--- src/rtl/calc_key_if.sv ---
// Keypad-to-calculator bundle: key stream in, operand triple and display out.
// The slave side is the key-entry block; the master side is whoever feeds keys and consumes results.
interface calc_key_if #(
  parameter int NB = 48
) ();
  logic                 key_valid;
  logic [4:0]           key_code;
  logic                 key_ready;
  logic signed [NB-1:0] a;
  logic signed [NB-1:0] b;
  logic [2:0]           operand;
  logic                 out_valid;
  logic                 out_ready;
  logic signed [NB-1:0] disp;
  logic                 digit_ovf;

  modport slave (
    input  key_valid, key_code, out_ready,
    output key_ready, a, b, operand, out_valid, disp, digit_ovf
  );

  modport master (
    output key_valid, key_code, out_ready,
    input  key_ready, a, b, operand, out_valid, disp, digit_ovf
  );
endinterface

--- src/rtl/calc_key_entry.sv ---
// Keypad front end: assembles signed a, operator and signed b from a key stream
// and hands them to the combinational calculator over a valid/ready handshake.
module calc_key_entry #(
  parameter int NB         = 48,
  parameter int MAX_DIGITS = 14
) (
  input logic       clk,
  input logic       rst,
  calc_key_if.slave kif
);

  localparam int             DCW  = $clog2(MAX_DIGITS + 1);
  localparam logic [DCW-1:0] DMAX = DCW'(MAX_DIGITS);

  typedef enum logic [1:0] {ENTER_A, ENTER_B, ISSUE} state_t;

  state_t               state;
  logic [NB-1:0]        acc, acc_nxt;
  logic                 sign, sign_nxt;
  logic [DCW-1:0]       dcnt, dcnt_nxt;
  logic                 ovf, ovf_nxt;
  logic                 key_ready;
  logic                 out_valid;
  logic signed [NB-1:0] a, b, disp;
  logic [2:0]           operand;

  logic                 accept, issue_done;
  logic                 is_digit, is_op, is_eq, is_clr, is_neg;
  logic                 entry_empty;
  logic [NB-1:0]        digit;

  function automatic logic signed [NB-1:0] apply_sign(input logic [NB-1:0] mag,
                                                       input logic neg);
    logic signed [NB-1:0] s;
    s = $signed(mag);
    return neg ? -s : s;
  endfunction

  assign accept      = kif.key_valid && key_ready;
  assign issue_done  = out_valid && kif.out_ready;
  assign is_digit    = kif.key_code <= 5'd9;
  assign is_op       = (kif.key_code >= 5'd10) && (kif.key_code <= 5'd13);
  assign is_eq       = kif.key_code == 5'd14;
  assign is_clr      = kif.key_code == 5'd15;
  assign is_neg      = kif.key_code == 5'd16;
  assign digit       = NB'(kif.key_code[3:0]);
  assign entry_empty = (dcnt == '0) && (acc == '0) && !sign;

  // Entry datapath; leading zeros do not consume a digit slot.
  always_comb begin
    acc_nxt  = acc;
    sign_nxt = sign;
    dcnt_nxt = dcnt;
    ovf_nxt  = ovf;
    if (accept) begin
      if (is_digit) begin
        if (dcnt < DMAX) begin
          acc_nxt = acc * NB'(10) + digit;
          if (!((acc == '0) && (digit == '0))) dcnt_nxt = dcnt + 1'b1;
        end else begin
          ovf_nxt = 1'b1;
        end
      end else if (is_neg) begin
        sign_nxt = !sign;
      end else if (is_op && (state == ENTER_A)) begin
        acc_nxt  = '0;
        sign_nxt = 1'b0;
        dcnt_nxt = '0;
      end else if (is_clr) begin
        acc_nxt  = '0;
        sign_nxt = 1'b0;
        dcnt_nxt = '0;
        ovf_nxt  = 1'b0;
      end
    end else if (issue_done) begin
      acc_nxt  = '0;
      sign_nxt = 1'b0;
      dcnt_nxt = '0;
      ovf_nxt  = 1'b0;
    end
  end

  always_ff @(posedge clk) begin
    if (rst) begin
      state     <= ENTER_A;
      acc       <= '0;
      sign      <= 1'b0;
      dcnt      <= '0;
      ovf       <= 1'b0;
      disp      <= '0;
      a         <= '0;
      b         <= '0;
      operand   <= '0;
      out_valid <= 1'b0;
      key_ready <= 1'b1;
    end else begin
      acc  <= acc_nxt;
      sign <= sign_nxt;
      dcnt <= dcnt_nxt;
      ovf  <= ovf_nxt;
      disp <= apply_sign(acc_nxt, sign_nxt);
      case (state)
        ENTER_A: begin
          if (accept && is_op) begin
            a       <= apply_sign(acc, sign);
            operand <= 3'(kif.key_code - 5'd10);
            state   <= ENTER_B;
          end
        end
        ENTER_B: begin
          if (accept) begin
            if (is_op && entry_empty) begin
              operand <= 3'(kif.key_code - 5'd10);
            end else if (is_eq) begin
              b         <= apply_sign(acc, sign);
              out_valid <= 1'b1;
              key_ready <= 1'b0;
              state     <= ISSUE;
            end else if (is_clr) begin
              state <= ENTER_A;
            end
          end
        end
        ISSUE: begin
          if (issue_done) begin
            out_valid <= 1'b0;
            key_ready <= 1'b1;
            state     <= ENTER_A;
          end
        end
        default: state <= ENTER_A;
      endcase
    end
  end

  assign kif.key_ready = key_ready;
  assign kif.out_valid = out_valid;
  assign kif.a         = a;
  assign kif.b         = b;
  assign kif.operand   = operand;
  assign kif.disp      = disp;
  assign kif.digit_ovf = ovf;

endmodule

--- src/flat_wrapper.sv ---
// flat-port wrapper written by rule: the top's interface ports become plain ports
module calc_key_entry_flat 
#(
  parameter int NB         = 48,
  parameter int MAX_DIGITS = 14
)
  (clk, rst, kif_key_valid, kif_key_code, kif_out_ready, kif_key_ready, kif_a, kif_b, kif_operand, kif_out_valid, kif_disp, kif_digit_ovf);
  calc_key_if #(.NB(NB)) kif_i ();
  input logic clk;
  input logic rst;
  input wire logic [$bits(kif_i.key_valid)-1:0] kif_key_valid;
  input wire logic [$bits(kif_i.key_code)-1:0] kif_key_code;
  input wire logic [$bits(kif_i.out_ready)-1:0] kif_out_ready;
  output wire logic [$bits(kif_i.key_ready)-1:0] kif_key_ready;
  output wire logic [$bits(kif_i.a)-1:0] kif_a;
  output wire logic [$bits(kif_i.b)-1:0] kif_b;
  output wire logic [$bits(kif_i.operand)-1:0] kif_operand;
  output wire logic [$bits(kif_i.out_valid)-1:0] kif_out_valid;
  output wire logic [$bits(kif_i.disp)-1:0] kif_disp;
  output wire logic [$bits(kif_i.digit_ovf)-1:0] kif_digit_ovf;
  assign kif_i.key_valid = kif_key_valid;
  assign kif_i.key_code = kif_key_code;
  assign kif_i.out_ready = kif_out_ready;
  assign kif_key_ready = kif_i.key_ready;
  assign kif_a = kif_i.a;
  assign kif_b = kif_i.b;
  assign kif_operand = kif_i.operand;
  assign kif_out_valid = kif_i.out_valid;
  assign kif_disp = kif_i.disp;
  assign kif_digit_ovf = kif_i.digit_ovf;
  calc_key_entry #(.NB(NB), .MAX_DIGITS(MAX_DIGITS)) u_core (.clk(clk), .rst(rst), .kif(kif_i));
endmodule
--- config.mk ---
export PLATFORM = sky130hd
export DESIGN_NAME = calc_key_entry_flat
export DESIGN_NICKNAME = d
export VERILOG_FILES = /design/src/rtl/calc_key_if.sv /design/src/rtl/calc_key_entry.sv /design/src/flat_wrapper.sv
export SDC_FILE = /design/constraint.sdc
export NUM_CORES = 1
export LEC_CHECK = 0
export ABC_AREA = 1
export BUFFER_PORTS_ARGS = -buffer_cell sky130_fd_sc_hd__buf_2
export CAP_MARGIN = 5
export CORE_MARGIN = 2
export CORE_UTILIZATION = 40
export DETAILED_ROUTE_END_ITERATION = 7
export PLACE_DENSITY_LB_ADDON = 0.08
export SYNTH_ARGS = -nofsm -noshare
export SYNTH_HDL_FRONTEND = slang
export SYNTH_SLANG_ARGS = --single-unit
--- constraint.sdc ---
create_clock -name clk -period 3.4 [get_ports clk]
set_input_delay 0.34 -clock clk [delete_from_list [all_inputs] [get_ports clk]]
set_output_delay 0.34 -clock clk [all_outputs]
set_load 0.05 [all_outputs]
==> qor.csv <==
metric,value,unit
status,"complete, but fails checks",
violated checks,setup timing,
CTS tree,built,
Post-synth EDFFs,0,
Die H,207,um
vias in the first global route,19038,
Critical Path RT,3.87,ns
CTS Buf Count,25,
Initial Utilization,40.4,%
row cnt,74,
area share of the largest cell type after synthesis,24.9,%
"Primary FF master, synth",dfxtp_1,
RSZ-0062 raised after global routing,true,
clock-pin transition on the worst setup and hold timing paths,0.07,ns
fraction of layout cells with a size suffix above 1,41.2,%
CTS Hold Bufs,0,
worst vdd ir,0.368,mV
Hold Path Cell Cnt,3,
post-DP HPWL,52800,um
WL/cell,17.4,um
root cell of the clock tree,clkbuf_16,
Max-Cap Viols,0,
Min Hold Slack,0.0858,ns
Max H-tree Level,1,
worst hold endpoint,u_core.kif.operand[0]$_SDFFE_PP0P_,
Layout area overhead,55.2,%
Final Non-Filler Cells,3903,
die width,207,um
cell count after placement,3770,
largest net degree at the start of global routing,117,
first-pass GRT wire length,102000,um
most frequent cells in the layout,"nand2_1, buf_4, inv_1",
"critical path fanouts, max",5,
Critical Path End Type,flop,
grt ovf,0,
final setup TNS,-13.77,ns
Synthesis Warnings,0,
Least-Margin Pin Slew,1.09,ns
Yosys reg bits,204,
Netlist Area Pre-Place,16400,um2
flop2flop setup slack,-0.55,ns
leakage,12.9,nW
WS Path Type,reg -> reg,
# fillers,3740,
Max Root-Sink Buffers,3,
WP data arrival,4.42,ns
HP Class,in -> reg,
min cycle time layout,3.95,ns
routed vias/inst,5.06,
average size of a mapped cell,6.15,um2
final setup fails,43,
FF-to-FF path depth,27,
Placer Congestion,0.945,
I/O pins,159,
R2R Path Start,u_core.acc[1]$_SDFF_PP0_,
Core Box Area,40600,um2
Buffers on Ports,158,
Final period util,116,%
Total Power,6.88,mW
Via Count,19759,
initial antenna violation count,0,
min-delay src,kif_key_code[0],
fraction of registers with async set/reset,0,%
"Slew Viols, Final",0,
worst-skew pair later-pin latency,0.57,ns
"Hold Violations, Final",0,
All-Layer GR Usage,30.6,%
Final ANT Viol Nets,0,
synth unique cells,64,
setup ws final,-0.548,ns
drt first pass iters,6,
full die area,42700,um2
largest cells by area after synthesis,"dfxtp_1, nand2_1, inv_1",
Gate Count Post-Synth,2668,
Fin Clk Skew,0.0511,ns
FF-to-FF End,u_core.kif.disp[40]$_SDFF_PP0_,
starting DRC count in detailed routing,1224,
"most common cell after layout, fill and taps aside",nand2_1,
maximum clock rate,0.253,GHz
Startpoint Class,flop,
Synth area leader,dfxtp_1,
"Seq/Total Area, Yosys",24.9,%
Cell Pwr Density,270,nW/um2
CTS Sinks,204,
post-synth net total,2776,
DRT Wirelength,67700,um
Worst slew margin,27.6,%
# nets final,3459,
DR DRC count,0,
## how the worst max path moves through the flow
stage / from / end / slack (ns) / cells after the start
global route: u_core.acc[1]$_SDFF_PP0_ / u_core.kif.disp[40]$_SDFF_PP0_ / -0.78 / 27
detailed placement: u_core.acc[29]$_SDFF_PP0_ / u_core.kif.disp[47]$_SDFF_PP0_ / -1.05 / 21
floorplan: u_core.acc[3]$_SDFF_PP0_ / u_core.kif.disp[44]$_SDFF_PP0_ / -0.02 / 24
CTS: u_core.acc[1]$_SDFF_PP0_ / u_core.kif.disp[38]$_SDFF_PP0_ / -0.53 / 27
finish: u_core.acc[1]$_SDFF_PP0_ / u_core.kif.disp[40]$_SDFF_PP0_ / -0.55 / 27
global placement: u_core.acc[29]$_SDFF_PP0_ / u_core.kif.disp[47]$_SDFF_PP0_ / -1.10 / 21
## cell type report
type | count | area (um2) | area share [%]
well taps | 532 | 666 | 2.61
repair inverters | 1 | 8.76 | 0.0344
multi-input cells | 2016 | 13000 | 51.1
inverters | 388 | 1500 | 5.89
repair buffers | 715 | 5280 | 20.7
clock buffers | 31 | 678 | 2.66
flip-flops and latches | 204 | 4150 | 16.3
clock inverters | 15 | 175 | 0.687
diodes | 1 | 2.50 | 0.00982
## report_power, final
group          switching, mW  internal (mW)
logic                  0.974          0.610
registers             0.0453           2.45
clock network           1.19           1.60
total                   2.21           4.66
## metrics by stage
stage	setup slack (ns)	area, um2	util [%]
5_1_grt	-0.779	25500	62.7
4_1_cts	-0.526	24000	59.0
3_3_place_gp	-1.10	21300	52.4
6_report	-0.548	25500	62.7
2_1_floorplan	-0.0214	16500	-
3_5_place_dp	-1.05	21300	52.4
## routing by layer
layer  vias up  share of wire, %  track usage (%)
li1       9944                 -                -
met1      9217                47             42.2
met2       500                45             50.4
met3        98               5.1             3.22
met4         0               2.7             8.52
met5         -                 0                0
## critical path, cell delays in order (launching register included)
cell and delay [ns]:
dfxtp_2 0.34, ha_4 0.24, ha_4 0.16, fa_2 0.56, nand2_2 0.08, nor2_1 0.10
nand2_1 0.07, nand2_2 0.10, nand2_2 0.08, nor2_4 0.09, buf_6 0.11, nand3_4 0.06
nor2_4 0.15, nand3_4 0.13, nor2_8 0.16, buf_4 0.13, nand4_1 0.11, nand3_2 0.15
nand2_4 0.09, nor2_1 0.11, nand2_1 0.08, o21ai_2 0.16, nand2_4 0.09, nor2_4 0.17
nand2_1 0.10, nand2_1 0.07, nand2_1 0.04, nor2_1 0.09
## registers in the layout, indices dropped and copies added, names as in the netlist
name	flops
u_core.kif.operand	3
u_core.sign	1
u_core.kif.key_ready	1
u_core.state	2
u_core.dcnt	4
u_core.kif.b	48
u_core.acc	47
u_core.kif.out_valid	1
u_core.kif.digit_ovf	1
u_core.kif.disp	48
u_core.kif.a	48
## timing repair
action	in CTS	in global routing
pin swaps	109	133
setup endpoints to repair	93	110
endpoints found under the hold margin	0	0
gates resized for setup	346	313
cloned	0	6
buffers inserted	43	44
## cell usage after synthesis, types with 34 or more instances
| library cell | count |
|---|---|
| o21ai_0 | 142 |
| clkbuf_1 | 42 |
| nand3_1 | 189 |
| nand2_2 | 44 |
| nand4_1 | 34 |
| ha_1 | 97 |
| nor2_1 | 340 |
| nor3_1 | 38 |
| nand2_1 | 708 |
| inv_1 | 346 |
| a21oi_1 | 153 |
| dfxtp_1 | 204 |
| xor2_1 | 46 |
## cells by family (layout without fill, tap and decap cells)
group | Yosys count | in the layout | share of synthesized area (%)
AO/OA/AOI/OAI | 401 | 401 | 13.9
XOR/XNOR | 55 | 55 | 2.98
AND/OR/NAND/NOR | 1460 | 1461 | 40.1
other | 0 | 1 | 0
adder cells (fa/ha/maj) | 99 | 99 | 7.64
flip-flops | 204 | 204 | 24.9
buffers and inverters | 449 | 1150 | 10.5
No activity file was read; power rests on OpenSTA's default activity.
